[src/rtl/bin_to_bcd_seq.sv]
// Iterative double-dabble binary-to-BCD converter: WIDTH cycles from accept to out_valid,
// optional two's-complement input, valid/ready handshake on both sides.
module bin_to_bcd_seq #(
  parameter int WIDTH  = 8,
  parameter int DIGITS = 3
) (
  input  logic                  clk,
  input  logic                  rst,
  input  logic                  in_valid,
  output logic                  in_ready,
  input  logic [WIDTH-1:0]      bin,
  input  logic                  sign_en,
  output logic                  out_valid,
  input  logic                  out_ready,
  output logic [4*DIGITS-1:0]   bcd,
  output logic                  neg,
  output logic                  ovf
);

  localparam int BW = 4 * DIGITS;
  localparam int CW = $clog2(WIDTH + 1);

  typedef enum logic [1:0] {IDLE, SHIFT, DONE} state_t;

  state_t           state;
  logic [WIDTH-1:0] mag;
  logic [BW-1:0]    acc;
  logic [CW-1:0]    cnt;

  logic [BW-1:0]    adj;
  logic [BW-1:0]    acc_next;
  logic             carry;
  logic             is_neg;
  logic [WIDTH-1:0] mag_in;

  assign in_ready = (state == IDLE) && !rst;
  assign is_neg   = sign_en && bin[WIDTH-1];
  // Negating the most negative value wraps to 2^(WIDTH-1), which is exact as unsigned.
  assign mag_in   = is_neg ? -bin : bin;

  always_comb begin
    adj = '0;
    for (int i = 0; i < DIGITS; i++) begin
      adj[4*i +: 4] = (acc[4*i +: 4] >= 4'd5) ? acc[4*i +: 4] + 4'd3 : acc[4*i +: 4];
    end
    carry    = adj[BW-1];
    acc_next = {adj[BW-2:0], mag[WIDTH-1]};
  end

  always_ff @(posedge clk or posedge rst) begin
    if (rst) begin
      state     <= IDLE;
      mag       <= '0;
      acc       <= '0;
      cnt       <= '0;
      bcd       <= '0;
      neg       <= 1'b0;
      ovf       <= 1'b0;
      out_valid <= 1'b0;
    end else begin
      case (state)
        IDLE: begin
          if (in_valid && in_ready) begin
            mag   <= mag_in;
            neg   <= is_neg;
            acc   <= '0;
            ovf   <= 1'b0;
            cnt   <= '0;
            state <= SHIFT;
          end
        end
        SHIFT: begin
          acc <= acc_next;
          mag <= {mag[WIDTH-2:0], 1'b0};
          cnt <= cnt + 1'b1;
          // A bit leaving the top digit means the magnitude exceeds DIGITS digits.
          if (carry) ovf <= 1'b1;
          if (cnt == CW'(WIDTH - 1)) begin
            bcd       <= acc_next;
            out_valid <= 1'b1;
            state     <= DONE;
          end
        end
        DONE: begin
          if (out_ready) begin
            out_valid <= 1'b0;
            state     <= IDLE;
          end
        end
        default: state <= IDLE;
      endcase
    end
  end

endmodule
[config.mk]
export PLATFORM = sky130hd
export DESIGN_NAME = bin_to_bcd_seq
export DESIGN_NICKNAME = d
export VERILOG_FILES = /design/src/rtl/bin_to_bcd_seq.sv
export SDC_FILE = /design/constraint.sdc
export NUM_CORES = 1
export LEC_CHECK = 0
export ABC_AREA = 1
export BUFFER_PORTS_ARGS = -buffer_cell sky130_fd_sc_hd__buf_2
export CAP_MARGIN = 30
export CORE_AREA = 3 3 98 100
export DETAILED_ROUTE_END_ITERATION = 16
export DIE_AREA = 0 0 101 103
export PLACE_DENSITY = 0.48
export SYNTH_ARGS = -nofsm -noshare
export SYNTH_HDL_FRONTEND = slang
export SYNTH_SLANG_ARGS = --single-unit
export TNS_END_PERCENT = 1
[constraint.sdc]
create_clock -name clk -period 3.3 [get_ports clk]
set_input_delay 0.66 -clock clk [delete_from_list [all_inputs] [get_ports clk]]
set_output_delay 0.66 -clock clk [all_outputs]
set_load 0.02 [all_outputs]
* Word level (Yosys, flattened, before mapping)
Cells that the tools add are included.
** Operators by class
- Add/sub/neg operators :: 5
- $mul :: 0
- Divide/modulo/power cells :: 0
- Order comparisons :: 3
- Equality and inequality tests :: 7
- Shift-type cells :: 0
- Multiplexer cells :: 20
- Bitwise gates (word level) :: 0
- Reduce and logical (&&, ||, !) cells :: 13
** Operators by type and width (number)
- $pmux W12 S2 :: 1
- $mux W4 :: 4
- $mux W8 :: 2
- $pmux W8 S2 :: 1
- $add A4 B2 Y4 const B :: 3
- $ge A4 B3 Y1 const B :: 3
- $mux W12 :: 1
- $reduce_and A3 Y1 :: 3
- $neg A8 Y8 :: 1
- $pmux W4 S2 :: 1
- $mux W2 :: 3
- $ne A2 B2 Y1 const B :: 3
- $pmux W2 S3 :: 1
- $reduce_and A2 Y1 :: 3
- $add A4 B1 Y4 const B :: 1
- $eq A4 B3 Y1 const B :: 1
- $mux W1 :: 4
- $pmux W1 S2 :: 2
- $reduce_bool A2 Y1 :: 2
- $logic_and A1 B1 Y1 :: 3
- $eq A2 B1 Y1 const B :: 1
- $eq A2 B2 Y1 const B :: 1
- $logic_not A2 Y1 :: 1
- $ne A2 B1 Y1 const B :: 1
- $logic_not A1 Y1 :: 1
** Word-level totals
- Flip-flop bits (word level) :: 41
- Latch bits :: 0
- Memory bits (writable) :: 0
- Memory bits (read-only) :: 0
- Output and inout bits :: 16
- Logic and storage cells :: 56
- Memories kept :: 0

* Depth between registers and ports, before layout
Gate-level depths: netlist (run 1).
- Depth in word-level cells :: 5
- Depth in mapped cells :: 9
- Mapped depth without buffers :: 9

* Least setup slack after synthesis (run 1)
OpenSTA, ideal clock, no wires.
- Kind :: input to register
- From :: input port rst
- To :: register acc[3]
- Library setup time :: 134 ps
- Arrival time :: 2147 ps
- Slack :: 1018 ps
- Stages on the path :: 5
- Buffers on the path :: 1
- Path through :: inv_1 > nand3_2 > nand2_1 > buf_2 > o21ai_0
** On the way
- Longest elaborated chain between the ends :: 5
** Ends and longest elaborated chain
- start: declaration :: RTL line 8 : input logic rst,
- $logic_not A1 Y1 (no line)
- $logic_and A1 B1 Y1 :: RTL line 36 : assign in_ready = (state == IDLE) && !rst;
- $logic_and A1 B1 Y1 :: RTL line 63 : if (in_valid && in_ready) begin
- $ne A2 B1 Y1 (no line)
- $reduce_and A2 Y1 (no line)
- end signal: assignment :: RTL line 73 : acc <= acc_next;
- end: declaration :: RTL line 27 : logic [BW-1:0] acc;
No other way between the ends.
A chain may end at the register's enable or synchronous reset.

* Worst setup path in the final report (run 1)
- From :: register state[0]
- To :: output port in_ready
** On the way
- Longest elaborated chain between the ends :: 2
** Ends and longest elaborated chain
- start: declaration :: RTL line 25 : state_t state;
- start signal: assignment :: RTL line 52 : state <= IDLE;
- start signal: assignment :: RTL line 69 : state <= SHIFT;
- start signal: assignment :: RTL line 81 : state <= DONE;
- $logic_not A2 Y1 :: RTL line 36
- $logic_and A1 B1 Y1 :: RTL line 36
- end: declaration :: RTL line 10 : output logic in_ready,
No other way between the ends.

==> results of run 1 <==
==> state kept, by name, summed over array words and instances, names as in the netlist <==
signal / count
acc: 12
bcd: 12
cnt: 4
mag: 8
neg: 1
out_valid: 1
ovf: 1
state: 2
==> cell usage after synthesis, drive strengths merged, types with 2 or more instances <==
library cell / n
nor2: 16
dfrtp: 41
buf: 5
o21ai: 24
nand4: 2
o22ai: 2
inv: 33
nand3: 36
ha: 8
a21oi: 6
nand2: 102
==> area by class of cell <==
| cell class | count | area, sq um | share of cell area, % |
|---|---|---|---|
| flip-flops and latches | 41 | 1030 | 41.2 |
| repair buffers | 29 | 148 | 5.92 |
| multi-input cells | 200 | 963 | 38.7 |
| well taps | 108 | 135 | 5.42 |
| clock inverters | 2 | 10.0 | 0.402 |
| inverters | 34 | 138 | 5.52 |
| clock buffers | 6 | 72.6 | 2.91 |
==> final timing paths <==
kind / start / endpoint
max: state[0] / in_ready
min: bcd[11] / bcd[11]
min reg2reg: bcd[11] / bcd[11]
max reg2reg: state[0] / mag[3]
max in group asynchronous: rst / acc[5]
min in group asynchronous: rst / state[1]
==> routing by layer <==
layer | wire length [microns] | track usage (%) | vias to the layer above
met5 | 0 | 0 | -
met4 | 65 | 4.40 | 0
met3 | 224 | 2.50 | 5
met2 | 2250 | 17.5 | 35
met1 | 2320 | 12.5 | 839
li1 | - | - | 959
==> kinds of logic after synthesis <==
group	after synthesis	synth area share, %
and+or+nand+nor	157	31.2
DFF	41	47.3
buffers and inverters	39	8.36
AOI/OAI and AO/OA	34	8.18
adders and majority gates	8	4.61
xor gates and xnor gates	1	0.404
==> power groups by stage <==
| stage | sequential (mW) | clock [mW] | combinational (mW) |
|---|---|---|---|
| after global placement | 0.902 | 0 | 1.12 |
| after CTS | 0.893 | 0.336 | 1.13 |
| after detailed placement | 0.900 | 0 | 1.13 |
| final | 0.890 | 0.324 | 1.12 |
| after global routing | 0.929 | 0.354 | 1.29 |
| after floorplan | 0.971 | 0 | 0.780 |
==> worst min-delay path: cells and delay by family, from the launching register on <==
| family | cells | cell delay, ns |
|---|---|---|
| flip-flops | 1 | 0.35 |
| AND/OR/NAND/NOR | 2 | 0.10 |
==> per-stage QoR <==
step / power, mW / utilization, % / instance area [sq um] / hold slack [ns] / instances
global route: 2.58 / 28.4 / 2490 / 0.504 / 420
detailed placement: 2.03 / 27.5 / 2410 / 0.461 / 412
CTS: 2.36 / 28.4 / 2490 / 0.482 / 420
global placement: 2.02 / 27.5 / 2410 / 0.451 / 412
finish: 2.33 / 28.4 / 2490 / 0.474 / 420
floorplan: 1.75 / - / 2170 / 0.452 / 280
==> cell usage in the layout, fill, tap and decap left out, drive strengths merged <==
cell type,Yosys,routed
o31ai,1,1
nand3,36,36
nor3,1,1
nand4,2,2
dfrtp,41,41
inv,33,33
ha,8,8
o21ai,24,24
nand2,102,102
xor2,1,1
o22ai,2,2
clkbuf,0,6
nor2,16,16
o211ai,1,1
buf,5,29
a21oi,6,6
clkinv,1,3
==> run metrics, run 1 <==
CTS Hold Bufs 0; GRT Total Usage between 10% and 20%; Syn Area/Cell 7.75 sq um; total CTS buffers 5; sw frac a little under half; CTS sink cnt 41; I/O pin cnt 29; initial antenna violation count 0; Yosys cell types 25; Fillers 972; Primary FF master, synth dfrtp_1; Synth Instances 280; CTS root buf clkbuf_8; hold depth 2; Pwr Density a little over 900 mW/mm^2; worst stage delay on the critical path 0.45 ns; async set-or-reset flop fraction in the synthesized netlist between 90% and 100%; worst slack at placement 1.31 ns; R2R cell count 6; status complete, no violations; Placer Congestion ~0.79; worst slew pin tran ~0.53 ns; Internal around 1.2 mW; DR vias about 1800; pin count of the biggest net entering global routing 42; die area 0.0104 sq mm; Synth area leaders dfrtp_1, nand2_1, nand3_1; crit path max fanout 5; Clock Skew about 0.0077 ns; Initial DRT Pass Iterations 4; Yosys reg bits 41; top cell type's share of synthesized area a little under half; Max Fclk roughly 0.56 GHz; Port Buf Inserts 28; Nets about 330; starting DRC count in detailed routing 79; detailed-route DRC error count 0; final period utilization a little over half; fin worst setup slack between 1.5 and 2 ns; Hold Vio Cnt, Final 0; Max-cap violations 0; syn_nets ~300; Die Wd roughly 100 microns; Post-Syn Area between 0.002 and 0.0025 sq mm; combinational share of power 47.9%; # rows 34; postcts setup bufs 0; Startpoint Class flip-flop; Worst VDD drop about 0.00020 V; Critical Path RT ~2.6 ns; DP Wirelength ~3500 microns; CTS tree yes; share of layout cells above drive strength 1 between 10 and 15%; sequential power share between 30% and 40%; RSZ-0062 raised after global routing false; synth warn 0; ordered cell list for the critical path nor3_1 > buf_2; post-synthesis sequential area ratio 47.3%; Crit path max-delay family flip-flops; min Tclk post-route ~1.8 ns; htree depth 2; Layout Area Growth over Synthesis 14.8%; Initial Util between 20% and 30%; cell taking the most area after synthesis dfrtp_1; per-cell routed wire length 11.6 microns; CP Depth 2; worst-case clock buffer depth 2; CP Class reg -> out; Final ANT Viol Nets 0; sw power between 1 and 1.5 mW; Leakage 1.33 nW; number of flops mapped to enable cells by yosys 0; Core Area 0.00876 sq mm; drt total wl between 4000 and 5000 microns; CP Buf/Inv Count 1; number of global-route vias before repair around 1800; Final Max Slew Viols 0; endpoint class of the critical path output pin; clock power share approximately 14%; die height just over 100 microns; first-pass GRT wire length ~8400 microns; Ant. Diodes 0; endpoints failing setup 0; clk_lat worst skew 0.30 ns; flop-to-flop setup slack between 1.5 and 2 ns; total negative slack 0 ns; Vias/cell ~4.4; Critical Path Slowest Stage Cell dfrtp_1; HP Class reg -> reg; Slew HR 64.8%; CTS resizes 0; Worst EP arrival 1.11 ns; clock slew at reported path FFs about 0.080 ns; GR Overflow Total 0
Note: power is estimated with default switching activity, not from simulation.
==> run 2, diff against run 1 <==
--- a/config.mk
+++ b/config.mk
@@ -11,7 +11,7 @@
 export CORE_AREA = 3 3 98 100
 export DETAILED_ROUTE_END_ITERATION = 16
 export DIE_AREA = 0 0 101 103
-export PLACE_DENSITY = 0.48
+export PLACE_DENSITY = 0.5
 export SYNTH_ARGS = -nofsm -noshare
 export SYNTH_HDL_FRONTEND = slang
 export SYNTH_SLANG_ARGS = --single-unit
==> constraint.sdc (replaced) <==
create_clock -name clk -period 1.5 [get_ports clk]
set_input_delay 0.3 -clock clk [delete_from_list [all_inputs] [get_ports clk]]
set_output_delay 0.3 -clock clk [all_outputs]
set_load 0.02 [all_outputs]
==> run 2 against run 1 <==
Sequential cell count is the same. Global-route usage is 0.078 points lower. Combinational power grew 130%. First-iteration DRC count fell by 3.8%. Non-clock buffer count is 4 higher. Via count did not move. Sequential share of layout area shrank 0.54 points. Worst setup slack got worse by 1.4 ns. Utilization is 0.41 points higher. Routed wire length down 0.68%. Die area is the same. Power grew 120%. Largest power group unchanged. Highest routed layer unchanged.
==> run metrics, run 2 (synthesis results as in run 1) <==
status complete, no violations; GR Overflow Total 0; DR vias between 1500 and 2000; fin area about 0.0025 sq mm; Final Max Slew Viols 0; detailed-route DRC error count 0; Worst EP arrival around 1.1 ns; Nets approximately 340; Startpoint Class flip-flop; die height roughly 100 microns; pin count of the biggest net entering global routing 42; worst slew pin tran about 0.53 ns; first-pass GRT wire length approximately 8400 microns; worst-case clock buffer depth 2; Pwr Density 2050 mW/mm^2; starting DRC count in detailed routing 76; Critical Path RT about 1.2 ns; ordered cell list for the critical path nor3_1 > buf_2; Critical Path Slowest Stage Cell dfrtp_2; Worst VDD drop 0.000535 V; CTS root buf clkbuf_8; Layout Area Growth over Synthesis 16.5%; Max-cap violations 0; Clock Skew 0.0119 ns; Ant. Diodes 0; endpoint class of the critical path output pin; Hold Vio Cnt, Final 0; die area about 0.010 sq mm; min Tclk post-route ~1.4 ns; clk_lat worst skew between 0.2 and 0.3 ns; htree depth 2; Placer Congestion roughly 0.82; DP Wirelength 3500 microns; number of global-route vias before repair approximately 1800; drt total wl approximately 4800 microns; # rows 34; total CTS buffers 5; Core Area just under 0.009 sq mm; postcts setup bufs 0; initial antenna violation count 0; Vias/cell ~4.4; crit path max fanout 5; commonest non-fill, non-tap cell in the layout nand2_1; worst stage delay on the critical path ~0.45 ns; DP Area 0.00245 sq mm; Final ANT Viol Nets 0; clock slew at reported path FFs about 0.080 ns; CP Class reg -> out; Fillers 958; Die Wd between 100 and 150 microns; final core occ between 20 and 30%; I/O pin cnt 29; final period utilization a little over nine tenths; Slew HR between 60% and 70%; Max Fclk ~0.71 GHz; endpoints failing setup 0; per-cell routed wire length roughly 11 microns; largest registers acc: 12 flops, bcd: 12 flops, mag: 8 flops; commonest non-fill, non-tap cells in the layout nand2_1, dfrtp_1, nand3_1, buf_2, inv_1; Initial Util about a quarter; Port Buf Inserts 28; GRT Total Usage around 10%; Leakage ~1.3 nW; CTS tree yes; Initial DRT Pass Iterations 4; share of layout cells above drive strength 1 17.8%; HP Class in -> async; CTS sink cnt 41
## run 2: cell types whose count changed in the layout (fill, tap and decap cells not counted), moves of 2 or more
cell,before,now
buf_4,1,5
inv_1,29,26
inv_2,2,4
o21ai_1,2,5
o21ai_0,22,19
## run 2: per-layer routing
layer	routed length, microns	share of wire [%]	track usage, %	up-vias
met5	0	0	0	-
met4	52	1.1	3.07	0
met3	222	4.6	2.50	5
met2	2190	45	17.0	38
met1	2370	49	13.2	831
li1	-	-	-	964
## run 2: metrics by stage
stage / hold slack, ns / TNS (ns) / cells / setup WS [ns] / total power [mW]
2_1_floorplan: 0.293 / -1.92 / 280 / -0.116 / 3.88
3_3_place_gp: 0.455 / 0 / 416 / 0.156 / 4.50
3_5_place_dp: 0.458 / 0 / 416 / 0.110 / 4.52
4_1_cts: 0.186 / 0 / 422 / 0.0547 / 5.22
5_1_grt: 0.197 / -0.00725 / 422 / -0.00473 / 5.75
6_report: 0.184 / 0 / 422 / 0.0958 / 5.18
## run 2: repair_timing
action,CTS,global route
setup endpoints to repair,0,13
hold buffers,0,0
resized for setup,0,8
## run 2: worst paths after layout
check                      slack, ns  cells after the start  startpoint       end
max                              0.1                      2    state[0]  in_ready
min                             0.18                      3         rst  state[1]
max reg2reg                     0.12                      9      acc[8]    acc[9]
min reg2reg                     0.47                      2     bcd[11]   bcd[11]
max in group asynchronous       0.93                      3         rst  state[0]
min in group clk                0.20                      2   out_ready  state[1]
## run 2: critical path: cells and delay by family, from the launching register on
| kind | cells | cell delay (ns) |
|---|---|---|
| flip-flops | 1 | 0.45 |
| AND/OR/NAND/NOR | 1 | 0.18 |
| buffers and inverters | 1 | 0.19 |
## run 2: final cells by class
class,instances,area (sq um),area share (%)
Timing Repair Buffer,33,178,7.03
Tap cell,108,135,5.34
Clock buffer,5,68.8,2.72
Inverter,34,141,5.59
Multi-Input combinational cell,200,973,38.5
Sequential cell,41,1030,40.6
Clock inverter,1,5.00,0.198
## run 2: power breakdown
part | leakage [nW] | total (mW) | switching [mW] | internal, mW
clock network | 0.0399 | 0.667 | 0.360 | 0.307
registers | 0.516 | 1.97 | 0.351 | 1.62
logic | 0.789 | 2.55 | 1.67 | 0.881
total | 1.34 | 5.18 | 2.38 | 2.80
==> run 3, diff against run 2 <==
--- a/config.mk
+++ b/config.mk
@@ -8,10 +8,10 @@
 export ABC_AREA = 1
 export BUFFER_PORTS_ARGS = -buffer_cell sky130_fd_sc_hd__buf_2
 export CAP_MARGIN = 30
-export CORE_AREA = 3 3 98 100
+export CORE_AREA = 3 3 70 72
 export DETAILED_ROUTE_END_ITERATION = 16
-export DIE_AREA = 0 0 101 103
-export PLACE_DENSITY = 0.5
+export DIE_AREA = 0 0 73 75
+export PLACE_DENSITY = 0.8
 export SYNTH_ARGS = -nofsm -noshare
 export SYNTH_HDL_FRONTEND = slang
 export SYNTH_SLANG_ARGS = --single-unit
==> constraint.sdc (replaced) <==
create_clock -name clk -period 1.5 [get_ports clk]
set_input_delay 0.075 -clock clk [delete_from_list [all_inputs] [get_ports clk]]
set_output_delay 0.075 -clock clk [all_outputs]
set_load 0.02 [all_outputs]
==> run 3 against run 2 <==
Critical path type is now reg -> reg. Sequential cell count unchanged. Die area decreased by 47%. Largest power group unchanged. Sequential power about the same. Non-clock buffer count increased by 2. Critical path depth increased by 5. Final cell count decreased by 12%. Worst setup slack improved by 0.036 ns. Clock-buffer cell count increased by 1. Combinational power about the same. Via count increased by 3.8%. Register-to-register slack about the same. Critical endpoint is now acc[4]. Utilization increased by 29 points.
==> run metrics, run 3 (synthesis results as in run 1) <==
DP Wirelength between 3000 and 4000 microns; Startpoint Class flip-flop; Tot Pwr ~5.5 mW; GRT Total Usage 18.6%; Die Wd approximately 73 microns; final core occ between 50% and 60%; ordered cell list for the critical path inv_1 > ha_1 > inv_1 > o21ai_2 > o21ai_0 > nand2_1 > o21ai_0; crit path from acc[0]; CP Buf/Inv Count 2; Hold Vio Cnt, Final 0; Layout Area Growth over Synthesis 16.3%; pin count of the biggest net entering global routing between 40 and 50; Slew HR 66.3%; Final ANT Viol Nets 0; R2R cell count 7; crit path max fanout 5; htree depth 2; largest registers acc: 12 flops, bcd: 12 flops, mag: 8 flops; Pwr Density approximately 2200 mW/mm^2; Port Buf Inserts 28; Critical Path Slowest Stage Cell dfrtp_1; final non-filler cell total 370; drt total wl 4450 microns; Final Max Slew Viols 0; Max-cap violations 0; # rows 24; commonest non-fill, non-tap cell in the layout nand2_1; reg2reg end acc[4]; Clock Skew approximately 0.0073 ns; GR Overflow Total 0; worst slew pin tran approximately 0.51 ns; Placer Congestion 0.866; CP Depth 7; Initial Util approximately 50%; Worst VDD drop ~0.00076 V; die area 0.00548 sq mm; Ant. Diodes 0; flop-to-flop setup slack approximately 0.13 ns; Seq. cell area roughly 0.0010 sq mm; final period utilization 91.2%; CTS sink cnt 41; Leakage approximately 1.4 nW; CP Class reg -> reg; multi-input logic area 975 sq um; first-pass GRT wire length roughly 7900 microns; status complete, no violations; Crit path max-delay family flip-flops; HP Class in -> reg; Initial DRT Pass Iterations 4; R2R Path Start acc[0]; Core Area around 0.0044 sq mm; Fillers a little under 400; Critical Path RT 1.69 ns; Nets around 340; detailed-route DRC error count 0; number of global-route vias before repair 1836; total CTS buffers 5; min Tclk post-route approximately 1.4 ns; share of layout cells above drive strength 1 approximately 17%; worst stage delay on the critical path 0.43 ns; CTS root buf clkbuf_8; Placed Instances between 300 and 400; Worst Setup EP acc[4]; initial antenna violation count 0; Vias/cell around 5.2; Worst EP arrival ~1.6 ns; DR vias 1907; endpoint class of the critical path flip-flop; CTS tree yes; clock slew at reported path FFs approximately 0.08 ns; endpoints failing setup 0; per-cell routed wire length between 10 and 15 microns; I/O pin cnt 29; die height around 75 microns; worst-case clock buffer depth 2; Min Hold Slack approximately 0.058 ns; commonest non-fill, non-tap cells in the layout nand2_1, dfrtp_1, nand3_1, inv_1, buf_2; Max Fclk 0.731 GHz; clk_lat worst skew approximately 0.30 ns; starting DRC count in detailed routing 95
==> run 3: area by class of cell <==
class | count | area share [%]
Clock buffer | 6 | 3.27
Clock inverter | 2 | 1.49
Inverter | 34 | 5.60
Multi-Input combinational cell | 200 | 38.6
Sequential cell | 41 | 40.6
Tap cell | 52 | 2.58
Timing Repair Buffer | 35 | 7.83
==> run 3: worst register-to-register path: cells and delay by family (launching register included) <==
kind / cells / cell delay (ns)
compound gates: 3 / 0.38
fa+ha+maj: 1 / 0.18
buf+inv: 2 / 0.20
flops: 1 / 0.43
simple gates: 1 / 0.07
==> run 3: how the worst min path moves through the flow <==
stage | startpoint | depth (start not counted) | to
2_1_floorplan | rst | 1 | acc[0]
3_3_place_gp | rst | 3 | out_valid
3_5_place_dp | rst | 3 | ovf
4_1_cts | bin[6] | 4 | mag[6]
5_1_grt | bin[6] | 4 | mag[6]
6_report | bin[6] | 4 | mag[6]
==> run 3: report_power, final <==
part	switching [mW]	total, mW	internal [mW]
sequential	0.362	1.97	1.61
clock	0.399	0.941	0.541
combinational	1.65	2.54	0.884
total	2.41	5.45	3.04
==> run 3: routing by layer <==
metal	wire length (microns)	vias to the layer above	GRT usage (%)
met1	1970	880	22.7
met2	2170	46	32.1
met4	97	0	6.76
met3	208	10	4.41
li1	-	971	-
met5	0	-	0
==> run 3: per-stage QoR <==
step | setup WS (ns) | setup TNS (ns) | instance area, sq um
floorplan | 0.0939 | 0 | 2170
global placement | 0.0729 | 0 | 2360
detailed placement | 0.00897 | 0 | 2360
CTS | 0.104 | 0 | 2500
global route | -0.0101 | -0.0220 | 2520
finish | 0.132 | 0 | 2520
==> run 3: what timing repair did <==
action / in CTS / in global routing
hold buffers: 2 / 0
buffers inserted: 0 / 2
resized for setup: 1 / 3
endpoints found under the setup margin: 2 / 14
endpoints found under the hold margin: 42 / 0
